$ cat config.mk
export PLATFORM = sky130hd
export DESIGN_NAME = rr_arb_4
export DESIGN_NICKNAME = d
export VERILOG_FILES = /design/src/rtl/rr_arb_4.sv
export SDC_FILE = /design/constraint.sdc
export NUM_CORES = 1
export LEC_CHECK = 0
export ABC_AREA = 1
export CAP_MARGIN = 20
export CORE_UTILIZATION = 56
export DETAILED_ROUTE_END_ITERATION = 10
export GPL_TIMING_DRIVEN = 0
export HOLD_SLACK_MARGIN = 0.08
export PLACE_DENSITY = 0.9
export SLEW_MARGIN = 10
export SYNTH_ARGS = -nofsm -noshare
export SYNTH_HDL_FRONTEND = slang
export SYNTH_SLANG_ARGS = --single-unit
export TNS_END_PERCENT = 1
$ cat constraint.sdc
create_clock -name clk -period 2.5 [get_ports clk]
set_input_delay 0.375 -clock clk [delete_from_list [all_inputs] [get_ports clk]]
set_output_delay 0.375 -clock clk [all_outputs]
set_load 0.02 [all_outputs]
$ cat src/rtl/rr_arb_4.sv
`default_nettype none
// ============================================================================
// Module   : rr_arb_4
// Brief    : 4-requester round-robin arbiter (enable + index) with grant hold,
//            release-by-done/drop/timeout and a forced idle gap between grants.
//            Optional sticky timeout_flag output under RR_ARB_TIMEOUT_FLAG_EN.
// Revision : 1.0
// ============================================================================
module rr_arb_4 #(
    parameter int MAX_HOLD = 8
) (
    input  logic       clk,
    input  logic       rst_n,
    input  logic [3:0] req,
    input  logic       done,
`ifdef RR_ARB_TIMEOUT_FLAG_EN
    output logic       timeout_flag,
`endif
    output logic       grant_vld,
    output logic [1:0] grant_idx
);

    localparam int CNT_W = (MAX_HOLD > 0) ? $clog2(MAX_HOLD + 1) : 1;
    localparam logic [CNT_W-1:0] HOLD_LAST = (MAX_HOLD > 0) ? CNT_W'(MAX_HOLD - 1) : CNT_W'(0);

    typedef enum logic [0:0] {
        IDLE  = 1'b0,
        GRANT = 1'b1
    } state_t;

    state_t           state;
    state_t           state_nxt;
    logic [1:0]       ptr;
    logic [1:0]       ptr_nxt;
    logic [1:0]       idx_nxt;
    logic [1:0]       winner;
    logic [CNT_W-1:0] hold_cnt;
    logic [CNT_W-1:0] cnt_nxt;
    logic             found;
    logic             timeout_hit;
    logic             release_now;

    // First requester at or after ptr, wrapping modulo 4.
    always_comb begin
        winner = ptr;
        found  = 1'b0;
        for (int i = 0; i < 4; i++) begin
            if (!found && req[ptr + 2'(i)]) begin
                winner = ptr + 2'(i);
                found  = 1'b1;
            end
        end
    end

    assign timeout_hit = (MAX_HOLD != 0) && (hold_cnt == HOLD_LAST);
    assign release_now = done | ~req[grant_idx] | timeout_hit;

    always_comb begin
        state_nxt = state;
        ptr_nxt   = ptr;
        idx_nxt   = grant_idx;
        cnt_nxt   = hold_cnt;
        case (state)
            IDLE: begin
                if (req != 4'b0000) begin
                    idx_nxt   = winner;
                    cnt_nxt   = '0;
                    state_nxt = GRANT;
                end
            end
            GRANT: begin
                if (release_now) begin
                    state_nxt = IDLE;
                    ptr_nxt   = grant_idx + 2'd1;
                end else if (hold_cnt != {CNT_W{1'b1}}) begin
                    cnt_nxt = hold_cnt + CNT_W'(1);
                end
            end
            default: state_nxt = IDLE;
        endcase
    end

    always_ff @(posedge clk or negedge rst_n) begin
        if (!rst_n) begin
            state     <= IDLE;
            ptr       <= 2'b00;
            grant_idx <= 2'b00;
            hold_cnt  <= '0;
        end else begin
            state     <= state_nxt;
            ptr       <= ptr_nxt;
            grant_idx <= idx_nxt;
            hold_cnt  <= cnt_nxt;
        end
    end

    // The state flop itself is the enable, so no extra register is needed.
    assign grant_vld = (state == GRANT);

`ifdef RR_ARB_TIMEOUT_FLAG_EN
    logic flag;

    always_ff @(posedge clk or negedge rst_n) begin
        if (!rst_n) begin
            flag <= 1'b0;
        end else if (state == GRANT && timeout_hit && !done && req[grant_idx]) begin
            flag <= 1'b1;
        end
    end

    assign timeout_flag = flag;
`endif

endmodule
`default_nettype wire

# --- Word-level counts from Yosys, hierarchy flattened ---
# Cells that the tools add are included.
word_totals:
  regBits: 9
  input_bits: 7
  out_inout_bits: 3
  elab_cells: 56
classes:
  addsub: 5
  order_cmp: 5
  n_eq_ne: 5
  mux: 23
  bitwise_logic: 4
  n_reduce_logical: 10
ops:
  columns: ["cell", "n"]
  rows:
  - ["less-than comparator 2 x 3 -> 1 bit, second input constant", 5]
  - ["2-to-1 mux 4 bit", 3]
  - ["binary-select mux 1 bit (select 2 bit)", 5]
  - ["2-to-1 mux 1 bit", 10]
  - ["case mux 4 bit (2 select lines)", 1]
  - ["2-to-1 mux 2 bit", 3]
  - ["adder 2 x 1 -> 2 bit, second input constant", 2]
  - ["adder 2 bit, second input constant", 2]
  - ["adder 4 x 1 -> 4 bit, second input constant", 1]
  - ["== test 4 x 3 -> 1 bit, second input constant", 1]
  - ["!= test 2 bit, second input constant", 2]
  - ["!= test 4 bit, second input constant", 1]
  - ["AND reduction 2 bit", 2]
  - ["nonzero test 4 bit", 1]
  - ["logical AND 1 bit", 3]
  - ["zero test 1 bit", 3]
  - ["AND reduction 3 bit", 1]
  - ["!= test 2 x 1 -> 1 bit, second input constant", 1]
  - ["inverter 1 bit", 2]
  - ["bitwise OR 1 bit", 2]
  - ["case mux 1 bit (2 select lines)", 1]

# --- Depth between registers and ports, before layout ---
# Gate-level depths: netlist (run 1).
depth:
  word_depth: 12
  depth_mapped: 13
  depth_no_buf: 12

# --- Worst setup path after synthesis (run 1) ---
# No wires, ideal clock.
synth_timing:
  path_type: "register -> register"
  start: "reg hold_cnt[0]"
  end: "reg hold_cnt[0]"
  setup_ns: 0.076
  arrival_time_ns: 1.303
  t_required_ns: 2.424
  slack_ns: 1.121
  path_stages_with_launch: 11
  n_path_buf: 0
  synth_period_minus_slack_ns: 1.379
  cell_sequence: "dfrtp_1 -> ha_1 -> nand2_1 -> inv_1 -> a21oi_1 -> nand3_1 -> nand2_2 -> nand2_2 -> inv_2 -> nand2_1 -> o21ai_1"
synth_between:
  elab_chain_len: 4
  word_cells_on_any_way: 10
  classes_between: "add/sub: 1; eq/ne: 4; mux: 3; bitwise: 1; reduce/logical: 1"
synth_rtl:
  columns: ["item", "line", "text"]
  rows:
  - ["start: declaration", "37", "logic [CNT_W-1:0] hold_cnt;"]
  - ["start signal: assignment", "93", "hold_cnt <= cnt_nxt;"]
  - ["adder 4 x 1 -> 4 bit / == test 4 x 3 -> 1 bit (equally long branches)", "76, 55", null]
  - ["2-to-1 mux 4 bit / bitwise OR 1 bit (equally long branches)", "75, 56", null]
  - ["2-to-1 mux 4 bit / != test 2 bit (equally long branches)", null, null]
  - ["case mux 4 bit (2 select lines) / AND reduction 3 bit (equally long branches)", null, null]
# Parallel ways exist; a longest one is shown, timed or not. The select of a mux whose other input is x is not followed.
# A chain may end at the register's enable or synchronous reset.

# --- Worst setup path in the final report (run 1) ---
layout_timing:
  start: "reg grant_idx[0]"
  end: "out grant_idx[0]"
layout_lines:
  columns: ["item", "line", "text"]
  rows:
  - ["start: declaration", "20", "output logic [1:0] grant_idx"]
  - ["start signal: assignment", "92", "grant_idx <= idx_nxt;"]
# No word-level cell between the ends.

==> results.py, run 1 <==
metrics = {
    "run_status": {
        "outcome": "finished, final reports clean",
    },
    "floorplan": {
        "dieArea_um2": 1450,
        "count_of_standard_cell_rows": 12,
        "floorplan.initialDensity_pct": 62.9,
        "die-height_um": 38.0,
        "design.core.area_um2": 1160,
        "top_level_ports": 10,
        "chipWidth_um": 38.0,
    },
    "timing": {
        "skew_ps": 7.02,
        "timing.final.crit_period_ps": 1760,
        "period_share_pct": 70.5,
        "relSlewSlack_pct": 73.8,
        "finalMaxSlewViolations": 0,
        "maxClockFrequency_ghz": 0.567,
        "grt_setup_unrepaired": "no",
        "post-route-worst-setup-slack_ps": 736,
        "finalHoldViolCount": 0,
        "worstMarginPinSlew_ps": 391,
        "setup_viol": 0,
        "fin_tns_setup_ps": 0,
    },
    "critical_path": {
        "setup.worst_path.end_class": "output pin",
        "path_buf_inv": 1,
        "timing.rr.start": "hold_cnt[0]$_DFFE_PN0P_",
        "worstSetupPathDepth": 1,
        "setup.worst_path.start_class": "register",
        "timing.critical_path.arrival_ps": 1390,
        "timing.critical_path.to": "grant_idx[0]",
        "worst-path-max-fanout": 8,
        "worst-endpoint-required_ps": 2120,
        "reg2reg_slack_ps": 910,
        "critical-path-top-delay-family": "buffers and inverters",
        "crit_path_category": "register to output pin",
        "critical-path-slowest-cell": "clkdlybuf4s50_1",
        "r2r_end": "hold_cnt[0]$_DFFE_PN0P_",
        "slowest_delay_ps": 660,
        "worst_setup_path_startpoint": "grant_idx[0]$_DFFE_PN0P_",
        "timing.critical_path.cells": "clkdlybuf4s50_1",
        "reg2reg_depth": 10,
    },
    "job": {
        "max_cap_violations": 0,
    },
    "synthesis": {
        "sequential_to_total_area_share_from_yosys_stat_pct": 31.0,
        "yosys.area_share.simple_pct": 46.3,
        "synth_cells": 109,
        "yosys.area_share.xor_xnor_pct": 2.41,
        "synth_largest_type_area_fraction_pct": 31.0,
        "yosysUniqueCellTypes": 18,
        "synth-compound-area-share_pct": 8.61,
        "netlist_top_cells_area": "dfrtp_1 31%, nand2_1 21%, nand3_1 9.0%",
        "syn-num-nets": 117,
        "ys_warn_count": 0,
        "synth.cell_area_um2": 727,
        "synth_area_per_cell_um2": 6.67,
        "post_synth_mux_area_share_pct": 0,
        "post-synth-top-area-cell": "dfrtp_1",
        "synth-seq-cells": 9,
        "largest_family_of_logic_cells_by_synthesized_area": "simple AND/OR/NAND/NOR gates",
        "synth_adder_area_share_pct": 1.72,
    },
    "routing": {
        "highest_layer": "met4",
        "vias_per_cell": 5.40,
        "route.met3.wl_um": 53,
        "vias": 734,
        "wirelength_um": 1560,
        "drtPass1Iterations": 4,
        "first_iter_violations": 13,
        "drtAntennaViolNets": 0,
        "met2RoutedLength_um": 767,
        "detail_route.wl_per_cell_um": 11.5,
        "wl_met1_um": 729,
        "drc_violation_count_after_routing": 0,
    },
    "grt": {
        "grt_max_degree": 10,
        "grt_util_all_layers_pct": 24.2,
        "grt_pass1_vias": 600,
        "wire_length_of_the_first_global_routing_pass_um": 2420,
        "grt_antenna_before_repair": 0,
        "grt.overflow.total": 0,
    },
    "place": {
        "dp_hpwl_um": 1220,
        "io_buffer_count": 9,
        "gp_congestion": 0.858,
        "pre_cts_slack_ps": 678,
        "post_dp_cell_area_um2": 835,
        "placed_cells": 132,
    },
    "layout": {
        "post_route_cells_drive_above_1_share_pct": 18.0,
        "areaGrowthSynthToFinish_pct": 18.4,
        "final_core_utilization_pct": 74.5,
        "nNetsFinal": 131,
        "antenna_cells_inserted": 0,
        "final_std_cells_w_o_fill": 136,
        "post-route-cell-area_um2": 861,
    },
    "worst_hold_path": {
        "worst_min_path_class": "input pin to asynchronous set/reset pin",
    },
    "pwr": {
        "power-per-cell-area_nw_per_um2": 1350,
        "power_leakage_uw": 0.000456,
        "ir_drop_mv": 0.742,
    },
    "clock_network": {
        "clock_buffer_count_from_cts": 3,
        "postCtsSetupBuffers": 0,
        "hold_buffers": 0,
        "clockRootBuffer": "clkbuf_4",
        "clk_transition_reported_paths_ps": 60,
        "cts.repair.resized": 0,
        "htreeDepth": 1,
        "clock_insertion_delay_worst_skew_ps": 260,
        "max-clock-path-buffers": 2,
        "tritoncts": "built",
        "cts.sinks": 9,
    },
}
[cell families (layout without fill, tap and decap cells)]
logic type / count (synthesis) / count (layout)
buffers and inverters: 16 / 29
XOR/XNOR: 2 / 2
AND/OR/NAND/NOR: 69 / 69
adder cells (fa/ha/maj): 1 / 1
flip-flops: 9 / 9
AO/OA/AOI/OAI: 12 / 12
[stage by stage]
| stage | power (µW) | hold WS (ps) |
|---|---|---|
| 2_1_floorplan | 871 | 79.4 |
| 3_3_place_gp | 1010 | 494 |
| 3_5_place_dp | 1040 | 505 |
| 4_1_cts | 1160 | 401 |
| 5_1_grt | 1270 | 428 |
| 6_report | 1160 | 399 |
[report_power, final]
part	switching, µW	internal, µW	leakage [µW]
registers	79.3	205	0.000114
clock network	48.8	61.4	0.0000150
logic	482	287	0.000327
[cell type report]
cell class | instances | area, µm²
Fill cell | 89 | 295
Inverter | 15 | 61.3
Multi-Input combinational cell | 84 | 429
Buffer | 1 | 11.3
Timing Repair Buffer | 9 | 90.1
Clock buffer | 4 | 26.3
Tap cell | 14 | 17.5
Sequential cell | 9 | 225
[placed cells by master (no fill, tap or decap)]
master	netlist	final
o211ai_1	1	1
inv_2	4	4
a21oi_1	3	3
clkdlybuf4s50_1	0	9
clkinv_4	1	1
nor2_8	1	1
xnor2_1	1	1
nand3_1	13	13
nor2_1	3	3
ha_1	1	1
o21ai_0	4	4
dfrtp_1	9	9
xor2_1	1	1
nand2_2	9	9
nand2_4	3	3
buf_6	1	1
o21ai_1	4	4
inv_1	10	10
clkbuf_4	0	3
clkbuf_1	0	1
nand2_1	40	40
[Yosys cell counts]
| library cell | number |
|---|---|
| buf_6 | 1 |
| inv_2 | 4 |
| a21oi_1 | 3 |
| nand2_2 | 9 |
| nand2_4 | 3 |
| inv_1 | 10 |
| xor2_1 | 1 |
| dfrtp_1 | 9 |
| nor2_8 | 1 |
| o21ai_1 | 4 |
| xnor2_1 | 1 |
| nand3_1 | 13 |
| nor2_1 | 3 |
| nand2_1 | 40 |
| o211ai_1 | 1 |
| clkinv_4 | 1 |
| o21ai_0 | 4 |
| ha_1 | 1 |
[how the worst min path moves through the flow]
| stage | startpoint | end | slack [ps] | depth (start not counted) |
|---|---|---|---|---|
| after floorplan | rst_n | grant_idx[0]$_DFFE_PN0P_ | 80 | 0 |
| after global placement | hold_cnt[0]$_DFFE_PN0P_ | hold_cnt[0]$_DFFE_PN0P_ | 490 | 1 |
| after detailed placement | hold_cnt[0]$_DFFE_PN0P_ | hold_cnt[0]$_DFFE_PN0P_ | 500 | 1 |
| after CTS | rst_n | hold_cnt[3]$_DFFE_PN0P_ | 400 | 1 |
| after global routing | rst_n | hold_cnt[2]$_DFFE_PN0P_ | 430 | 1 |
| final | rst_n | hold_cnt[2]$_DFFE_PN0P_ | 400 | 1 |
[registers in the layout, indices dropped and copies added (netlist names)]
| register | cells |
|---|---|
| ptr | 2 |
| hold_cnt | 4 |
| grant_vld | 1 |
| grant_idx | 2 |
[worst reg2reg max path, stage by stage, from the launching register on]
cell	delay, ps
dfrtp_1	410
ha_1	220
nand2_1	80
inv_1	40
a21oi_1	130
nand3_1	130
nand2_2	130
nand2_2	100
inv_2	100
nand2_1	50
o21ai_1	120
[layer usage]
metal	global-route usage [%]	up-vias
met4	11.6	0
met3	4.07	2
met5	0	-
met1	31.6	344
met2	38.6	14
li1	-	374
Note: power is estimated with default switching activity, not from simulation.
==> run 2: changes to the inputs <==
- CORE_UTILIZATION: 56 -> 47
- PLACE_DENSITY: 0.9 -> 0.82
- clock period: 2.5 -> 1.6 ns (I/O delays scaled with it)
==> run 2 against run 1 <==
Combinational power increased by 64%; wire length grew 0.26%; utilization decreased by 8.0 points; critical path depth unchanged; die area rose by 18%; via count increased by 0.14%; count of clock-buffer cells in the layout is the same; clock skew shrank 4.8 ps; highest routed layer unchanged; sequential share of layout area down 1.4 points; register-to-register slack got worse by 780 ps; final cell count increased by 3.7%; power increased by 62%.
==> results.py, run 2 (synthesis gave the netlist of run 1 again) <==
metrics = {
    "floorplan": {
        "die-height_um": 41.3,
        "dieArea_um2": 1710,
        "floorplan.initialDensity_pct": 53.2,
        "top_level_ports": 10,
        "count_of_standard_cell_rows": 13,
        "design.core.area_um2": 1370,
        "chipWidth_um": 41.3,
    },
    "clock_network": {
        "cts.sinks": 9,
        "htreeDepth": 1,
        "clock_buffer_count_from_cts": 3,
        "tritoncts": "built",
        "clockRootBuffer": "clkbuf_4",
        "max-clock-path-buffers": 2,
        "clk_transition_reported_paths_ps": 60,
        "hold_buffers": 0,
        "clock_insertion_delay_worst_skew_ps": 270,
    },
    "routing": {
        "drtAntennaViolNets": 0,
        "wirelength_um": 1560,
        "vias": 735,
        "detail_route.wl_per_cell_um": 11.1,
        "vias_per_cell": 5.21,
        "first_iter_violations": 9,
        "drtPass1Iterations": 5,
        "drc_violation_count_after_routing": 0,
    },
    "timing": {
        "relSlewSlack_pct": 71.5,
        "worstMarginPinSlew_ps": 425,
        "period_share_pct": 97.5,
        "grt_setup_unrepaired": "yes",
        "fin_tns_setup_ps": 0,
        "skew_ps": 2.20,
        "timing.final.crit_period_ps": 1560,
        "maxClockFrequency_ghz": 0.641,
        "finalHoldViolCount": 0,
        "finalMaxSlewViolations": 0,
        "setup_viol": 0,
    },
    "pwr": {
        "sw_frac_of_total_pct": 50.9,
        "report.power.total_uw": 1880,
        "comb_power_share_pct": 67.1,
        "ir_drop_mv": 1.11,
        "power-per-cell-area_nw_per_um2": 2070,
        "p_sw_uw": 958,
        "cell_internal_pwr_uw": 923,
        "share_clk_of_total_power_pct": 9.7,
        "power.sequential.fraction_pct": 23.2,
        "power_leakage_uw": 0.000490,
    },
    "worst_hold_path": {
        "worst_min_path_class": "input pin to asynchronous set/reset pin",
    },
    "layout": {
        "fillers": 129,
        "largest_register_by_flop_count": "hold_cnt",
        "antenna_cells_inserted": 0,
        "post_route_cells_drive_above_1_share_pct": 23.8,
        "nNetsFinal": 135,
        "largest_reg_flops": 4,
        "top_regs": "hold_cnt x4, grant_idx x2, ptr x2",
        "mostFrequentLayoutCells": "40 x nand2_1, 12 x nand3_1, 10 x inv_1",
        "areaGrowthSynthToFinish_pct": 25.0,
        "mostFrequentLayoutCell": "nand2_1",
    },
    "grt": {
        "grt.overflow.total": 0,
        "grt_antenna_before_repair": 0,
        "wire_length_of_the_first_global_routing_pass_um": 2390,
        "grt_util_all_layers_pct": 21.9,
        "grt_pass1_vias": 594,
        "grt_max_degree": 10,
    },
    "critical_path": {
        "critical-path-slowest-cell": "clkdlybuf4s50_1",
        "worst-endpoint-required_ps": 1360,
        "crit_path_category": "register to output pin",
        "timing.critical_path.arrival_ps": 1320,
        "reg2reg_depth": 9,
        "worst-path-max-fanout": 5,
        "setup.worst_path.start_class": "register",
        "slowest_delay_ps": 630,
        "critical-path-top-delay-family": "buffers and inverters",
        "path_buf_inv": 1,
        "worstSetupPathDepth": 1,
        "timing.critical_path.cells": "clkdlybuf4s50_1",
        "setup.worst_path.end_class": "output pin",
    },
    "job": {
        "max_cap_violations": 0,
    },
    "place": {
        "dp_hpwl_um": 1190,
        "gp_congestion": 0.730,
        "io_buffer_count": 9,
    },
    "run_status": {
        "outcome": "finished, final reports clean",
    },
}
## run 2: worst paths after layout
path                                               from                       end  slack (ps)
worst max-delay path                grant_vld$_DFF_PN0_                 grant_vld          40
worst min-delay path                              rst_n   hold_cnt[0]$_DFFE_PN0P_         270
worst max register to register  hold_cnt[0]$_DFFE_PN0P_        ptr[0]$_DFFE_PN0P_         130
worst min register to register  hold_cnt[1]$_DFFE_PN0P_   hold_cnt[1]$_DFFE_PN0P_         560
max in group asynchronous                         rst_n  grant_idx[1]$_DFFE_PN0P_        1030
min in group clk                hold_cnt[1]$_DFFE_PN0P_   hold_cnt[1]$_DFFE_PN0P_         560
## run 2: what timing repair did
item                                   in CTS  in global routing
resized for setup                           1                  5
endpoints found under the hold margin       0                  0
setup endpoints to repair                   1                  6
pin swaps                                   0                  3
buffers inserted                            0                  4
## run 2: power by group through the flow
stage,sequential (µW),clock [µW],combinational (µW)
2_1_floorplan,462,0,899
3_3_place_gp,439,0,1140
3_5_place_dp,442,0,1180
4_1_cts,439,190,1180
5_1_grt,451,197,1420
6_report,437,182,1260
## run 2: metrics by stage
stage	setup slack [ps]	hold slack [ps]	util, %	cell area (µm²)	instances
floorplan	221	-55.6	-	727	109
global placement	-25.1	500	61.2	836	133
detailed placement	-61.6	505	61.2	836	133
CTS	3.22	278	63.0	861	137
global route	-6.59	302	66.5	908	141
finish	39.3	274	66.5	908	141
## run 2: metal layers
metal / up-vias / routed length, µm / track usage, %
li1: 379 / - / -
met1: 333 / 681 / 24.8
met2: 19 / 804 / 39.1
met3: 4 / 57 / 4.79
met4: 0 / 21 / 9.68
met5: - / 0 / 0
## run 2: cell type report
| class | count | area [µm²] | area share (%) |
|---|---|---|---|
| clock buffers | 4 | 26.3 | 2.89 |
| inverters | 15 | 61.3 | 6.75 |
| plain buffers | 1 | 11.3 | 1.24 |
| multi-input cells | 84 | 444 | 48.9 |
| repair buffers | 13 | 121 | 13.4 |
| well taps | 15 | 18.8 | 2.07 |
| flip-flops and latches | 9 | 225 | 24.8 |
